## config.mk

```make
export PLATFORM = sky130hd
export DESIGN_NAME = adder_tree_loader
export DESIGN_NICKNAME = d
export VERILOG_FILES = /design/src/rtl/adder_tree_pkg.sv /design/src/rtl/adder_tree_loader.sv
export SDC_FILE = /design/constraint.sdc
export NUM_CORES = 1
export LEC_CHECK = 0
export BUFFER_PORTS_ARGS = -buffer_cell sky130_fd_sc_hd__buf_2
export CAP_MARGIN = 20
export CORE_ASPECT_RATIO = 1.4
export CORE_MARGIN = 1.5
export CORE_UTILIZATION = 58
export CTS_CLUSTER_DIAMETER = 30
export DETAILED_ROUTE_END_ITERATION = 10
export GPL_TIMING_DRIVEN = 0
export PLACE_DENSITY = 0.8
export SYNTH_ARGS = -nofsm -noshare
export SYNTH_HDL_FRONTEND = slang
export SYNTH_SLANG_ARGS = --single-unit
```

## constraint.sdc

```tcl
create_clock -name clk -period 2.6 [get_ports clk]
set_clock_uncertainty 0.1 [all_clocks]
set_input_delay 0.65 -clock clk [delete_from_list [all_inputs] [get_ports clk]]
set_output_delay 0.65 -clock clk [all_outputs]
set_load 0.05 [all_outputs]
```

## src/rtl/adder_tree_pkg.sv

```systemverilog
`default_nettype none
// ============================================================================
// Module      : adder_tree_pkg
// Description : Shared types and helpers for the adder tree front end.
//               - loader_state_t : FILL/HOLD state of the frame loader
//               - lane_live()    : lane-vector helper used for zero-fill
// Revision    : 1.0 - initial release
// ============================================================================
package adder_tree_pkg;

  typedef enum logic {
    ST_FILL = 1'b0,
    ST_HOLD = 1'b1
  } loader_state_t;

  localparam int DEF_DATA_W = 5;
  localparam int DEF_DATA_N = 11;

  // A lane carries a real sample only when it sits below the frame count;
  // every other lane is forced to zero, the adder identity.
  function automatic logic lane_live(input int lane, input int cnt);
    return (lane < cnt);
  endfunction

endpackage
`default_nettype wire

```

## src/rtl/adder_tree_loader.sv

```systemverilog
`default_nettype none
// ============================================================================
// Module      : adder_tree_loader
// Description : Collects a serial valid/ready sample stream into frames of
//               DATA_N lanes and presents each frame as a registered parallel
//               vector. Double-buffered: the next frame fills while the
//               current one is held. Short frames are zero-padded.
// Ports       : clk, rst_n          - clock, async active-low reset
//               s_data/s_valid/s_last/s_ready - serial sample input
//               o_data  [0:N-1][W-1:0] - frame, lane 0 = first sample
//               o_cnt               - number of real lanes, 1..DATA_N
//               o_valid/o_ready     - frame handshake
// Revision    : 1.0 - initial release
// ============================================================================
module adder_tree_loader
  import adder_tree_pkg::*;
#(
  parameter int  DATA_W = DEF_DATA_W,
  parameter int  DATA_N = DEF_DATA_N,
  localparam int CNT_W  = $clog2(DATA_N + 1)
) (
  input  logic                           clk,
  input  logic                           rst_n,
  input  logic [DATA_W-1:0]              s_data,
  input  logic                           s_valid,
  input  logic                           s_last,
  output logic                           s_ready,
  output logic [0:DATA_N-1][DATA_W-1:0]  o_data,
  output logic [CNT_W-1:0]               o_cnt,
  output logic                           o_valid,
  input  logic                           o_ready
);

  localparam logic [CNT_W-1:0] LAST_IDX = CNT_W'(DATA_N - 1);

  loader_state_t                   state_q;
  logic [CNT_W-1:0]                idx_q;
  logic [0:DATA_N-1][DATA_W-1:0]   col_q;
  logic [0:DATA_N-1][DATA_W-1:0]   o_data_q;
  logic [CNT_W-1:0]                o_cnt_q;
  logic                            o_valid_q;

  logic                            accept;
  logic                            frame_done;
  logic                            slot_free;
  logic                            hold_exit;
  logic                            direct_load;
  logic [CNT_W-1:0]                idx_inc;
  logic [CNT_W-1:0]                cnt_d;
  logic [0:DATA_N-1][DATA_W-1:0]   col_merged;
  logic [0:DATA_N-1][DATA_W-1:0]   frame_d;

  // s_ready depends on state only, so there is no combinational path from
  // s_valid or o_ready back to the producer.
  assign s_ready     = (state_q == ST_FILL);
  assign accept      = s_valid & s_ready;
  assign frame_done  = accept & ((idx_q == LAST_IDX) | s_last);
  assign slot_free   = ~o_valid_q | o_ready;
  // In HOLD the slot is always occupied, so o_ready alone frees it.
  assign hold_exit   = (state_q == ST_HOLD) & o_ready;
  assign direct_load = frame_done & slot_free;

  always_comb begin
    col_merged = col_q;
    for (int l = 0; l < DATA_N; l++) begin
      if (accept && (idx_q == CNT_W'(l))) begin
        col_merged[l] = s_data;
      end
    end

    idx_inc = idx_q + CNT_W'(1);
    // In HOLD, idx_q already holds the stored frame count.
    cnt_d   = hold_exit ? idx_q : idx_inc;

    for (int l = 0; l < DATA_N; l++) begin
      frame_d[l] = lane_live(l, int'(cnt_d)) ? (hold_exit ? col_q[l] : col_merged[l])
                                             : '0;
    end
  end

  // Collection side: state, write index and collection buffer.
  always_ff @(posedge clk or negedge rst_n) begin
    if (!rst_n) begin
      state_q <= ST_FILL;
      idx_q   <= '0;
      col_q   <= '0;
    end else begin
      case (state_q)
        ST_FILL: begin
          if (accept) begin
            if (frame_done && slot_free) begin
              col_q <= '0;
              idx_q <= '0;
            end else begin
              col_q <= col_merged;
              idx_q <= idx_inc;
              if (frame_done) begin
                state_q <= ST_HOLD;
              end
            end
          end
        end
        ST_HOLD: begin
          if (o_ready) begin
            col_q   <= '0;
            idx_q   <= '0;
            state_q <= ST_FILL;
          end
        end
        default: state_q <= ST_FILL;
      endcase
    end
  end

  // Output slot: loads either straight from the closing sample or from the
  // completed frame parked in HOLD.
  always_ff @(posedge clk or negedge rst_n) begin
    if (!rst_n) begin
      o_data_q  <= '0;
      o_cnt_q   <= '0;
      o_valid_q <= 1'b0;
    end else if (hold_exit || direct_load) begin
      o_data_q  <= frame_d;
      o_cnt_q   <= cnt_d;
      o_valid_q <= 1'b1;
    end else if (o_ready) begin
      o_valid_q <= 1'b0;
    end
  end

  assign o_data  = o_data_q;
  assign o_cnt   = o_cnt_q;
  assign o_valid = o_valid_q;

endmodule
`default_nettype wire

```

==> impl_summary.txt <==
----------------------------------------------------
[Logic synthesis]
  Count of distinct cell types in the synthesized netlist ... 48
  Dominant register cell in the synthesized netlist ... sky130_fd_sc_hd__dfrtp_1
  Register bit total from synthesis ... 120
  Cell types occupying the most area after synthesis ... sky130_fd_sc_hd__dfrtp_1 54%, sky130_fd_sc_hd__a22o_1 13%, sky130_fd_sc_hd__mux2i_1 5.7%, sky130_fd_sc_hd__mux2_2 4.4%, sky130_fd_sc_hd__o31ai_1 3.5%
  Area share of the largest cell type after synthesis ... a little over half
  Part of the Yosys area used for sequential elements ... 53.6%
  Mapped Nets ... just under 500
  Post-synth top area cell ... sky130_fd_sc_hd__dfrtp_1
  Post-synthesis area per instance ... between 10 and 15 um2
  Share of flip-flops with an asynchronous set or reset ... 100%
  Netlist area before placement ... between 5000 and 6000 um2
  Number of instances in the synthesized netlist ... roughly 470
  Number of enable flip-flop cells after synthesis ... 0
  Yosys warning total ... 0

[Cells and area]
  Share of post-route cells with drive strength above 1 ... around 30%
  Signed area change from the synthesized netlist to the final layout ... 21.1%
  Number of antenna repair diodes ... 0
  Post-layout nets ... 575
  Cell Count, Final, Fillers Out ... between 600 and 700

[Floorplanning]
  Number of placement rows ... 42
  Core area ... 9410 um2
  Number of top-level pins ... between 70 and 80
  Initial Util ... around three fifths
  Horizontal die dimension ... around 86 um
  Y dimension of the die ... approximately 120 um
  Die ar. ... 10300 um2

[Place]
  Global placer's final weighted congestion ... around 0.94
  Cell count after placement ... approximately 650
  HPWL after detailed placement ... slightly above 10 mm
  Number of input and output port buffers inserted ... just under 70

[Worst setup path]
  Worst path required time ... roughly 2.8 ns
  Critical path launch point type ... flip-flop
  Total buffers and inverters traversed by the critical path ... 2
  Arrival @ worst endpoint ... about 2.7 ns
  Biggest fanout along the worst timing path ... 10
  Slowest cell on the critical path ... sky130_fd_sc_hd__dfrtp_2
  Kind of cell with the highest combined delay on the critical path ... simple AND/OR/NAND/NOR gates
  Crit-path cells ... inv_1 -> ha_1 -> and3b_1 -> o211ai_2 -> nand2_1 -> clkbuf_4 -> nor2_2 -> a22o_1
  Type of element capturing the critical path ... flip-flop
  CP Class ... flip-flop to flip-flop
  Longest individual stage delay on the worst path ... roughly 0.47 ns

[GRT]
  Global-route wire length before repair ... around 24 mm
  Antenna violations before repair ... 0
  Overall routing resource usage ... 32.3%
  Maximum number of pins on one net before global-route repair ... 62
  Number of global-route vias before repair ... between 4000 and 5000
  Grt total ovfl ... 0

[Drt]
  Total wire length ... 15.7 mm
  Number of vias per cell ... approximately 6.5
  Pre-Repair DR Iteration Count ... 4
  Final routed DRC violation total ... 0
  Final routed wire length divided by cell count ... approximately 23 um
  DR vias ... 4453
  Number of nets with antenna violations after routing ... 0
  Count of routing violations after the opening detailed-route iteration ... approximately 380

[Timing]
  Slew at the pin closest to its max-slew limit ... about 0.86 ns
  Count of final max-slew check failures ... 0
  Final critical path time including I/O delays and setup ... between 2 and 3 ns
  Highest clock frequency the design can meet ... slightly below 400 MHz
  Share of the clock period used by the worst path ... 97.7%
  RSZ-0062 raised after global routing ... no
  Count of final setup violators ... 0
  Headroom to the max-slew limit ... 42.6%
  Final count of hold timing violations ... 0

[Clocking]
  Clock Sinks ... between 100 and 150
  Number of clock buffers inserted by TritonCTS ... 17
  Number of hold buffers added after CTS ... 0
  Clock-pin slew on the worst setup and hold paths ... roughly 0.05 ns
  Post-CTS Repair Setup Buffers ... 0
  Maximum level of the CTS H-tree ... 4
  Clock insertion delay at the later pin of the skew report ... about 0.42 ns
  Clock tree buffer depth ... 2
  CTS Root Cell ... sky130_fd_sc_hd__clkbuf_16
  TritonCTS clock tree ... built
  Number of gates resized after cts ... 5

[Power]
  Pwr Total ... 6.65 mW
  Leakage power ... about 3.4 nW
  VDD IR-drop max ... between 0.0006 and 0.0007 V
  Power density normalized to cell area ... 980 nW/um2

[Run]
  Max_cap viols ... 0

[Hold path]
  Worst hold path class ... input port to asynchronous set/reset pin

[Outcome]
  Status ... complete, no violations

----------------------------------------------------
-- routing by layer --
metal | GRT usage (%) | up-vias | routed length [um]
li1 | - | 1955 | -
met1 | 37.9 | 2218 | 6160
met2 | 53.1 | 212 | 7870
met3 | 7.97 | 68 | 883
met4 | 19.6 | 0 | 808
met5 | 0 | - | 0
-- cells in the final DEF, fill, tap and decap left out, types with 3 or more instances in the layout --
cell type	n
sky130_fd_sc_hd__a21o_1	7
sky130_fd_sc_hd__a21oi_1	3
sky130_fd_sc_hd__a21oi_2	4
sky130_fd_sc_hd__a22o_1	81
sky130_fd_sc_hd__a22oi_1	4
sky130_fd_sc_hd__and2_1	4
sky130_fd_sc_hd__buf_2	79
sky130_fd_sc_hd__buf_4	4
sky130_fd_sc_hd__buf_6	3
sky130_fd_sc_hd__bufinv_16	4
sky130_fd_sc_hd__clkbuf_1	13
sky130_fd_sc_hd__clkbuf_16	17
sky130_fd_sc_hd__clkbuf_8	4
sky130_fd_sc_hd__dfrtp_1	119
sky130_fd_sc_hd__ha_1	4
sky130_fd_sc_hd__inv_1	3
sky130_fd_sc_hd__mux2_2	22
sky130_fd_sc_hd__mux2i_1	32
sky130_fd_sc_hd__nand2_1	49
sky130_fd_sc_hd__nand3_1	6
sky130_fd_sc_hd__nand4_1	5
sky130_fd_sc_hd__nor2_1	12
sky130_fd_sc_hd__nor2_2	10
sky130_fd_sc_hd__nor2b_1	5
sky130_fd_sc_hd__o21ai_0	10
sky130_fd_sc_hd__o21ai_1	6
sky130_fd_sc_hd__o31ai_1	26
-- report_power, final --
group          switching (mW)  leakage [nW]  internal, mW
Sequential              0.146          1.65          2.08
Combinational            1.33          1.46         0.576
Clock                   0.826         0.303          1.70
Total                    2.30          3.42          4.35
-- through the flow --
step | hold slack [ns] | area, um2 | utilization (%) | setup WS [ns] | TNS (ns)
global placement | 0.355 | 6080 | 64.7 | -0.567 | -67.63
floorplan | 0.254 | 5600 | - | 0.507 | 0
global route | 0.260 | 6780 | 72.1 | 0.00636 | 0
finish | 0.201 | 6780 | 72.1 | 0.0586 | 0
detailed placement | 0.362 | 6110 | 65.0 | -0.104 | -0.486
CTS | 0.221 | 6750 | 71.8 | -0.0128 | -0.0215
-- final cells by class --
| class | count | area [um2] |
|---|---|---|
| plain buffers | 29 | 164 |
| flip-flops and latches | 120 | 3000 |
| well taps | 110 | 138 |
| fillers | 678 | 2630 |
| repair buffers | 70 | 375 |
| clock buffers | 24 | 492 |
| clock inverters | 7 | 140 |
| multi-input cells | 319 | 2450 |
| inverters | 4 | 15.0 |
-- cell usage after synthesis, types with 5 or more instances --
| cell type | number |
|---|---|
| sky130_fd_sc_hd__buf_2 | 13 |
| sky130_fd_sc_hd__nand2_1 | 49 |
| sky130_fd_sc_hd__o31ai_1 | 26 |
| sky130_fd_sc_hd__clkbuf_1 | 10 |
| sky130_fd_sc_hd__dfrtp_1 | 120 |
| sky130_fd_sc_hd__a21o_1 | 7 |
| sky130_fd_sc_hd__o21ai_0 | 12 |
| sky130_fd_sc_hd__mux2_2 | 22 |
| sky130_fd_sc_hd__nor2b_1 | 5 |
| sky130_fd_sc_hd__nand4_1 | 5 |
| sky130_fd_sc_hd__mux2i_1 | 32 |
| sky130_fd_sc_hd__nor2_1 | 20 |
| sky130_fd_sc_hd__nand3_1 | 6 |
| sky130_fd_sc_hd__a22o_1 | 81 |
-- registers in the layout, summed over array words and instances (netlist names) --
register  flops
col_q        55
idx_q         4
o_cnt         4
state_q       1
o_data       55
o_valid       1
-- path summary, 6_finish.rpt --
| kind | end | cells after the start | from | slack (ns) |
|---|---|---|---|---|
| worst max register to register | col_q[23] | 8 | idx_q[0] | 0.06 |
| min in group clk | o_data[1] | 2 | o_data[1] | 0.37 |
| worst min register to register | o_data[1] | 2 | o_data[1] | 0.37 |
| worst max-delay path | col_q[23] | 8 | idx_q[0] | 0.06 |
| worst min-delay path | o_data[4] | 1 | rst_n | 0.20 |
| max in group asynchronous | col_q[25] | 2 | rst_n | 1.45 |
-- logic make-up after synthesis --
group | count (synthesis) | synth area share, %
compound gates | 153 | 22.3
xor+xnor | 3 | 0.603
fa+ha+maj | 4 | 0.894
buf+inv | 33 | 3.11
flops | 120 | 53.6
mux | 56 | 10.5
simple gates | 103 | 8.92
Power figures use the tool's default switching activity.
